==> src/rtl/io_bank_cfg_ctrl.sv <==
`default_nettype none
// ============================================================================
// Module      : io_bank_cfg_ctrl
// Description : Configurable IO bank of NUM_IO cells at a fabric edge. Each
//               cell has a 2-bit mode (00 disabled, 01 input, 10 output,
//               11 bidirectional).
//
//               Configuration data is shifted in on the ccff chain into a
//               staging register. The staging register is copied into the
//               active configuration in a single step, and only if the
//               session shifted exactly 2*NUM_IO bits. During a session the
//               pads keep their previous behaviour.
// Revision    : 1.0 - initial release
// ----------------------------------------------------------------------------
// Ports:
//   prog_clk          in   configuration clock (only clock)
//   pReset            in   synchronous active-high reset
//   config_enable     in   chain shift enable / session window
//   IO_ISOL_N         in   active-low global pad isolation
//   ccff_head         in   chain serial in
//   ccff_tail         out  chain serial out (registered)
//   gfpga_pad_sofa_plus_io_SOC_IN   in   pad -> core data
//   gfpga_pad_sofa_plus_io_SOC_OUT  out  core -> pad data
//   gfpga_pad_sofa_plus_io_SOC_DIR  out  1 = pad is input, 0 = pad drives
//   fabric_outpad     in   fabric data toward the pad
//   fabric_oe         in   fabric output enable (bidir mode only)
//   fabric_inpad      out  pad data toward the fabric
//   cfg_done          out  active configuration valid, no session running
//   cfg_error         out  last session had the wrong bit count
// ============================================================================
module io_bank_cfg_ctrl #(
    parameter int NUM_IO = 9,
    parameter int CNT_W  = $clog2(2*NUM_IO+2)
) (
    input  logic              prog_clk,
    input  logic              pReset,
    input  logic              config_enable,
    input  logic              IO_ISOL_N,
    input  logic              ccff_head,
    output logic              ccff_tail,
    input  logic [NUM_IO-1:0] gfpga_pad_sofa_plus_io_SOC_IN,
    output logic [NUM_IO-1:0] gfpga_pad_sofa_plus_io_SOC_OUT,
    output logic [NUM_IO-1:0] gfpga_pad_sofa_plus_io_SOC_DIR,
    input  logic [NUM_IO-1:0] fabric_outpad,
    input  logic [NUM_IO-1:0] fabric_oe,
    output logic [NUM_IO-1:0] fabric_inpad,
    output logic              cfg_done,
    output logic              cfg_error
);

    localparam int               c_SR_W      = 2*NUM_IO;
    localparam logic [CNT_W-1:0] c_BITS_FULL = CNT_W'(2*NUM_IO);
    localparam logic [CNT_W-1:0] c_CNT_ONE   = CNT_W'(1);

    logic [c_SR_W-1:0] sr_q,      sr_d;
    logic [c_SR_W-1:0] active_q,  active_d;
    logic [CNT_W-1:0]  bit_cnt_q, bit_cnt_d;
    logic              tail_q,    tail_d;
    logic              done_q,    done_d;
    logic              error_q,   error_d;
    logic              en_dly_q;

    // ------------------------------------------------------------------
    // Next-state logic for the chain, the session counter and the commit
    // ------------------------------------------------------------------
    always_comb begin
        sr_d      = sr_q;
        tail_d    = tail_q;
        active_d  = active_q;
        bit_cnt_d = bit_cnt_q;
        done_d    = done_q;
        error_d   = error_q;

        if (config_enable) begin
            sr_d   = {sr_q[c_SR_W-2:0], ccff_head};
            tail_d = sr_q[c_SR_W-1];
        end

        if (config_enable && !en_dly_q) begin
            // First cycle of a session already shifts one bit.
            bit_cnt_d = c_CNT_ONE;
            done_d    = 1'b0;
        end else if (config_enable) begin
            // Saturate so an over-long session can never wrap back onto
            // the legal length and commit garbage.
            if (bit_cnt_q != {CNT_W{1'b1}}) begin
                bit_cnt_d = bit_cnt_q + c_CNT_ONE;
            end
        end else if (en_dly_q) begin
            // Falling edge of config_enable: commit or flag an error.
            if (bit_cnt_q == c_BITS_FULL) begin
                active_d = sr_q;
                done_d   = 1'b1;
                error_d  = 1'b0;
            end else begin
                done_d   = 1'b0;
                error_d  = 1'b1;
            end
            bit_cnt_d = '0;
        end
    end

    always_ff @(posedge prog_clk) begin
        if (pReset) begin
            sr_q      <= '0;
            active_q  <= '0;
            bit_cnt_q <= '0;
            tail_q    <= 1'b0;
            done_q    <= 1'b0;
            error_q   <= 1'b0;
            en_dly_q  <= 1'b0;
        end else begin
            sr_q      <= sr_d;
            active_q  <= active_d;
            bit_cnt_q <= bit_cnt_d;
            tail_q    <= tail_d;
            done_q    <= done_d;
            error_q   <= error_d;
            en_dly_q  <= config_enable;
        end
    end

    assign ccff_tail = tail_q;
    assign cfg_done  = done_q;
    assign cfg_error = error_q;

    // ------------------------------------------------------------------
    // Per-cell pad datapath, gated by global isolation
    // ------------------------------------------------------------------
    for (genvar k = 0; k < NUM_IO; k++) begin : g_cell
        logic [1:0] w_mode;
        logic       w_dir;
        logic       w_out;
        logic       w_inp;

        assign w_mode = active_q[2*k+1 -: 2];

        always_comb begin
            w_dir = 1'b1;
            w_out = 1'b0;
            w_inp = 1'b0;
            case (w_mode)
                2'b01: begin
                    w_inp = gfpga_pad_sofa_plus_io_SOC_IN[k];
                end
                2'b10: begin
                    w_dir = 1'b0;
                    w_out = fabric_outpad[k];
                end
                2'b11: begin
                    w_dir = ~fabric_oe[k];
                    w_out = fabric_outpad[k];
                    w_inp = gfpga_pad_sofa_plus_io_SOC_IN[k];
                end
                default: begin
                    w_dir = 1'b1;
                    w_out = 1'b0;
                    w_inp = 1'b0;
                end
            endcase
        end

        assign gfpga_pad_sofa_plus_io_SOC_DIR[k] = ~IO_ISOL_N | w_dir;
        assign gfpga_pad_sofa_plus_io_SOC_OUT[k] =  IO_ISOL_N & w_out;
        assign fabric_inpad[k]                   =  IO_ISOL_N & w_inp;
    end

endmodule
`default_nettype wire

==> config.mk <==
export PLATFORM = sky130hd
export DESIGN_NAME = io_bank_cfg_ctrl
export DESIGN_NICKNAME = d
export VERILOG_FILES = /design/src/rtl/io_bank_cfg_ctrl.sv
export SDC_FILE = /design/constraint.sdc
export NUM_CORES = 1
export LEC_CHECK = 0
export CAP_MARGIN = 30
export CORE_ASPECT_RATIO = 0.6
export CORE_UTILIZATION = 40
export CTS_CLUSTER_SIZE = 28
export DETAILED_ROUTE_END_ITERATION = 6
export PLACE_DENSITY = 0.69
export SETUP_SLACK_MARGIN = 0.4
export SYNTH_ARGS = -nofsm -noshare
export SYNTH_HDL_FRONTEND = slang
export SYNTH_SLANG_ARGS = --single-unit
==> constraint.sdc <==
create_clock -name prog_clk -period 2.1 [get_ports prog_clk]
set_input_delay 0.63 -clock prog_clk [delete_from_list [all_inputs] [get_ports prog_clk]]
set_output_delay 0.63 -clock prog_clk [all_outputs]
set_load 0.01 [all_outputs]
==> reports/results.md, run 1 <==
* **cell chosen for the clock root** sky130_fd_sc_hd__clkbuf_8
* **part of the cycle the worst path needs** 0.858
* **clk sink count** 45
* **Slew @ Worst Pin** 0.366 ns
* **Synthesis Warnings** 0
* **grt total ovfl** 0
* **area leader, netlist** sky130_fd_sc_hd__dfxtp_1
* **largest cells by area after synthesis** sky130_fd_sc_hd__dfxtp_1, sky130_fd_sc_hd__mux2i_1, sky130_fd_sc_hd__nand2b_1, sky130_fd_sc_hd__and3_1, sky130_fd_sc_hd__nor2_1
* **number of synthesized flops with an enable pin** 0
* **Pre-Repair DR Iteration Count** 4
* **Synth top area share** 0.422
* **post-CTS setup buffer count** 0
* **met3 GRT Util** 0.0478
* **tightest slew margin relative to the limit** 0.755
* **height of the die** 58.6 µm
* **effective utilization at floorplan** 0.419
* **number of remaining DRC errors** 0
* **cell types with the highest counts after synthesis** sky130_fd_sc_hd__dfxtp_1, sky130_fd_sc_hd__mux2i_1, sky130_fd_sc_hd__nand2b_1, sky130_fd_sc_hd__nor2_1, sky130_fd_sc_hd__and3_1
* **worst hold slack** 0.458 ns
* **placed wire-length estimate** 3000 µm
* **power per unit of standard cell area** 501 mW/mm²
* **outcome** completed
* **count of state elements after synthesis** 45
* **maximum resistive drop on vdd** 334 µV
* **Placer Congestion** 0.742
* **area of the multi-input gates** 0.00120 mm²
* **placeable core region** 0.00510 mm²
* **number of nets produced by synthesis** 260
* **number of buffers created by CTS** 5
* **final net count** 327
* **post-synthesis instance total** 225
* **worst min-delay path startpoint** cfg_error
* **cell count after placement** 346
* **number of violations of the max-capacitance limit** 0
* **Max stage delay cell, worst path** sky130_fd_sc_hd__and3_4
* **Ports** 62
* **worst-path cell chain** buf_12 -> buf_16 -> and3_4 -> buf_6
* **global-route wire length before repair** 7400 µm
* **finished layout cell area** 0.00306 mm²
* **die outline width** 96.4 µm
* **cell area after placement** 0.00282 mm²
* **clock tree from TritonCTS** done
* **fraction of final layout cells sized beyond drive strength 1** 0.242
* **leakage component of the power** 1.21 nW
* **reg-to-reg endpoint** bit_cnt_q[4]
* **worst hold-check path type** register to register
* **busiest layer in global routing** met2
* **vias per cell** 4.76
* **Top FF cell, synth** sky130_fd_sc_hd__dfxtp_1
* **antenna violations before repair** 0
* **most frequent cell after synthesis** sky130_fd_sc_hd__dfxtp_1
* **total global routing track utilization** 0.178
* **number of buffers added on ports** 61
* **remaining antenna violation count** 0
* **Final Critical Period** 1.80 ns
* **maximum clock skew at final layout** 0.00260 ns
* **setup repair after global routing missed its margin** true
* **number of diodes** 0
* **worst hold path stage count** 2
* **share of synthesized registers carrying an async set or reset** 0
* **met1 Track Usage GR** 0.255
* **depth of the CTS H-tree** 2
* **row count** 20
* **maximum fanout count along the critical path** 7
* **area growth from synthesis to final layout** 43.1%
* **sequential share of the synthesized area** 0.422
* **Filler Cells Inserted** 456
* **signal arrival time at the worst endpoint** 1.17 ns
* **maximum number of pins on one net before global-route repair** 41
* **met2 layer usage reported by global route** 0.260
* **unique cell type count in the Yosys netlist** 29
* **area of all sequential standard cells** 901 µm²
* **number of global-route vias before repair** 1507
* **fmax** 0.555 GHz
* **DRT iter0 DRCs** 57
* **required time of the critical path** 1.47 ns
* **total die area** 0.00565 mm²
* **r2r worst-path depth** 6
* **Clock Pin Slew Worst Setup and Hold Paths** 0.08 ns
* **number of hold violations in the final report** 0
* **number of non-filler instances in the completed layout** 359
* **maximum single-stage delay on the critical path** 0.16 ns
* **DRT Wirelength** 4810 µm
* **RR Startpoint** bit_cnt_q[1]
* **Worst Setup Start Kind** primary input
* **worst-case clock buffer depth** 2
* **Routed wire per std cell** 13.4 µm
* **synthesized area** 0.00214 mm²
* **Vias** 1709
* **worst hold endpoint** cfg_error
* **clock insertion delay at the later pin of the skew report** 0.29 ns
* **final setup violating endpoints** 0
* **average instance area after synthesis** 9.50 µm²
* **Setup Crit Path Kind** primary input to output port
* **setup slack, reg-to-reg** 0.53 ns
* **count of final max-slew check failures** 0
* **Critical Path End Type** output port
-- state kept, by name, indices dropped and copies added (netlist names) --
register and flops:
sr_q 18, en_dly_q 1, ccff_tail 1, cfg_done 1, bit_cnt_q 5, cfg_error 1
active_q 18
-- repair_timing --
action	CTS	global route
pin swaps	28	19
gates cloned	5	0
resized for setup	186	13
setup endpoints to repair	55	30
hold buffers	0	0
-- critical path: cells and delay by family --
kind                   cells  cell delay, ns
and+or+nand+nor            1            0.16
buffers and inverters      3            0.37
-- where the power goes --
| part | internal [W] | switching, W |
|---|---|---|
| Clock | 0.000236 | 0.000282 |
| Combinational | 0.0000887 | 0.0000608 |
| Sequential | 0.000859 | 0.00000662 |
| Total | 0.00118 | 0.000350 |
-- cells by family after synthesis --
group | count (synthesis) | synth area share
AOI/OAI and AO/OA | 21 | 0.0732
buffers and inverters | 28 | 0.0621
muxes | 38 | 0.178
DFF | 45 | 0.422
and+or+nand+nor | 89 | 0.244
adders and majority gates | 3 | 0.0176
xor gates and xnor gates | 1 | 0.00410
-- layer usage --
metal,share of wire,vias to the layer above
met4,0.012,0
met1,0.52,777
met2,0.41,37
met5,0,-
li1,-,890
met3,0.059,5
-- worst max-delay path by stage --
stage	endpoint	slack (ns)	from	cells after the start
after floorplan	fabric_inpad[0]	0.44	IO_ISOL_N	2
after global placement	fabric_inpad[0]	-0.53	IO_ISOL_N	4
after detailed placement	fabric_inpad[0]	-0.54	IO_ISOL_N	4
after CTS	gfpga_pad_sofa_plus_io_SOC_OUT[1]	0.28	IO_ISOL_N	4
after global routing	gfpga_pad_sofa_plus_io_SOC_OUT[7]	0.29	IO_ISOL_N	4
final	gfpga_pad_sofa_plus_io_SOC_OUT[1]	0.30	IO_ISOL_N	4
-- stage by stage --
step	total power, W	setup TNS [ns]	setup WS (ns)	utilization
after global placement	0.00102	-13.30	-0.528	0.553
after floorplan	0.000947	0	0.441	-
after CTS	0.00156	0	0.279	0.585
after global routing	0.00160	0	0.286	0.599
after detailed placement	0.00102	-13.67	-0.541	0.553
final	0.00153	0	0.299	0.599
-- area by class of cell --
type / instances / share of cell area
timing repair buffer: 75 / 0.244
multi-input combinational: 152 / 0.391
tap: 66 / 0.0270
clock buffer: 7 / 0.0250
inverter: 13 / 0.0160
sequential: 45 / 0.295
clock inverter: 1 / 0.00245
-- placed cells by master (no fill, tap or decap), types with 9 or more instances in the layout --
| cell type | count |
|---|---|
| sky130_fd_sc_hd__and3_4 | 18 |
| sky130_fd_sc_hd__buf_2 | 12 |
| sky130_fd_sc_hd__buf_6 | 20 |
| sky130_fd_sc_hd__clkdlybuf4s15_1 | 9 |
| sky130_fd_sc_hd__dfxtp_1 | 45 |
| sky130_fd_sc_hd__dlygate4sd2_1 | 22 |
| sky130_fd_sc_hd__inv_1 | 13 |
| sky130_fd_sc_hd__mux2i_1 | 38 |
| sky130_fd_sc_hd__nand2b_1 | 36 |
| sky130_fd_sc_hd__nor2_1 | 22 |
| sky130_fd_sc_hd__o211ai_1 | 10 |
No activity file was read; power rests on OpenSTA's default activity.
==> inputs of run 2 (changes only) <==
--- a/config.mk
+++ b/config.mk
@@ -5,13 +5,14 @@
 export SDC_FILE = /design/constraint.sdc
 export NUM_CORES = 1
 export LEC_CHECK = 0
-export CAP_MARGIN = 30
+export CAP_MARGIN = 20
 export CORE_ASPECT_RATIO = 0.6
 export CORE_UTILIZATION = 40
 export CTS_CLUSTER_SIZE = 28
 export DETAILED_ROUTE_END_ITERATION = 6
 export PLACE_DENSITY = 0.69
 export SETUP_SLACK_MARGIN = 0.4
+export SLEW_MARGIN = 20
 export SYNTH_ARGS = -nofsm -noshare
 export SYNTH_HDL_FRONTEND = slang
 export SYNTH_SLANG_ARGS = --single-unit
==> results of run 2 <==
Final layout, timing and power as in run 1 (identical DEF).
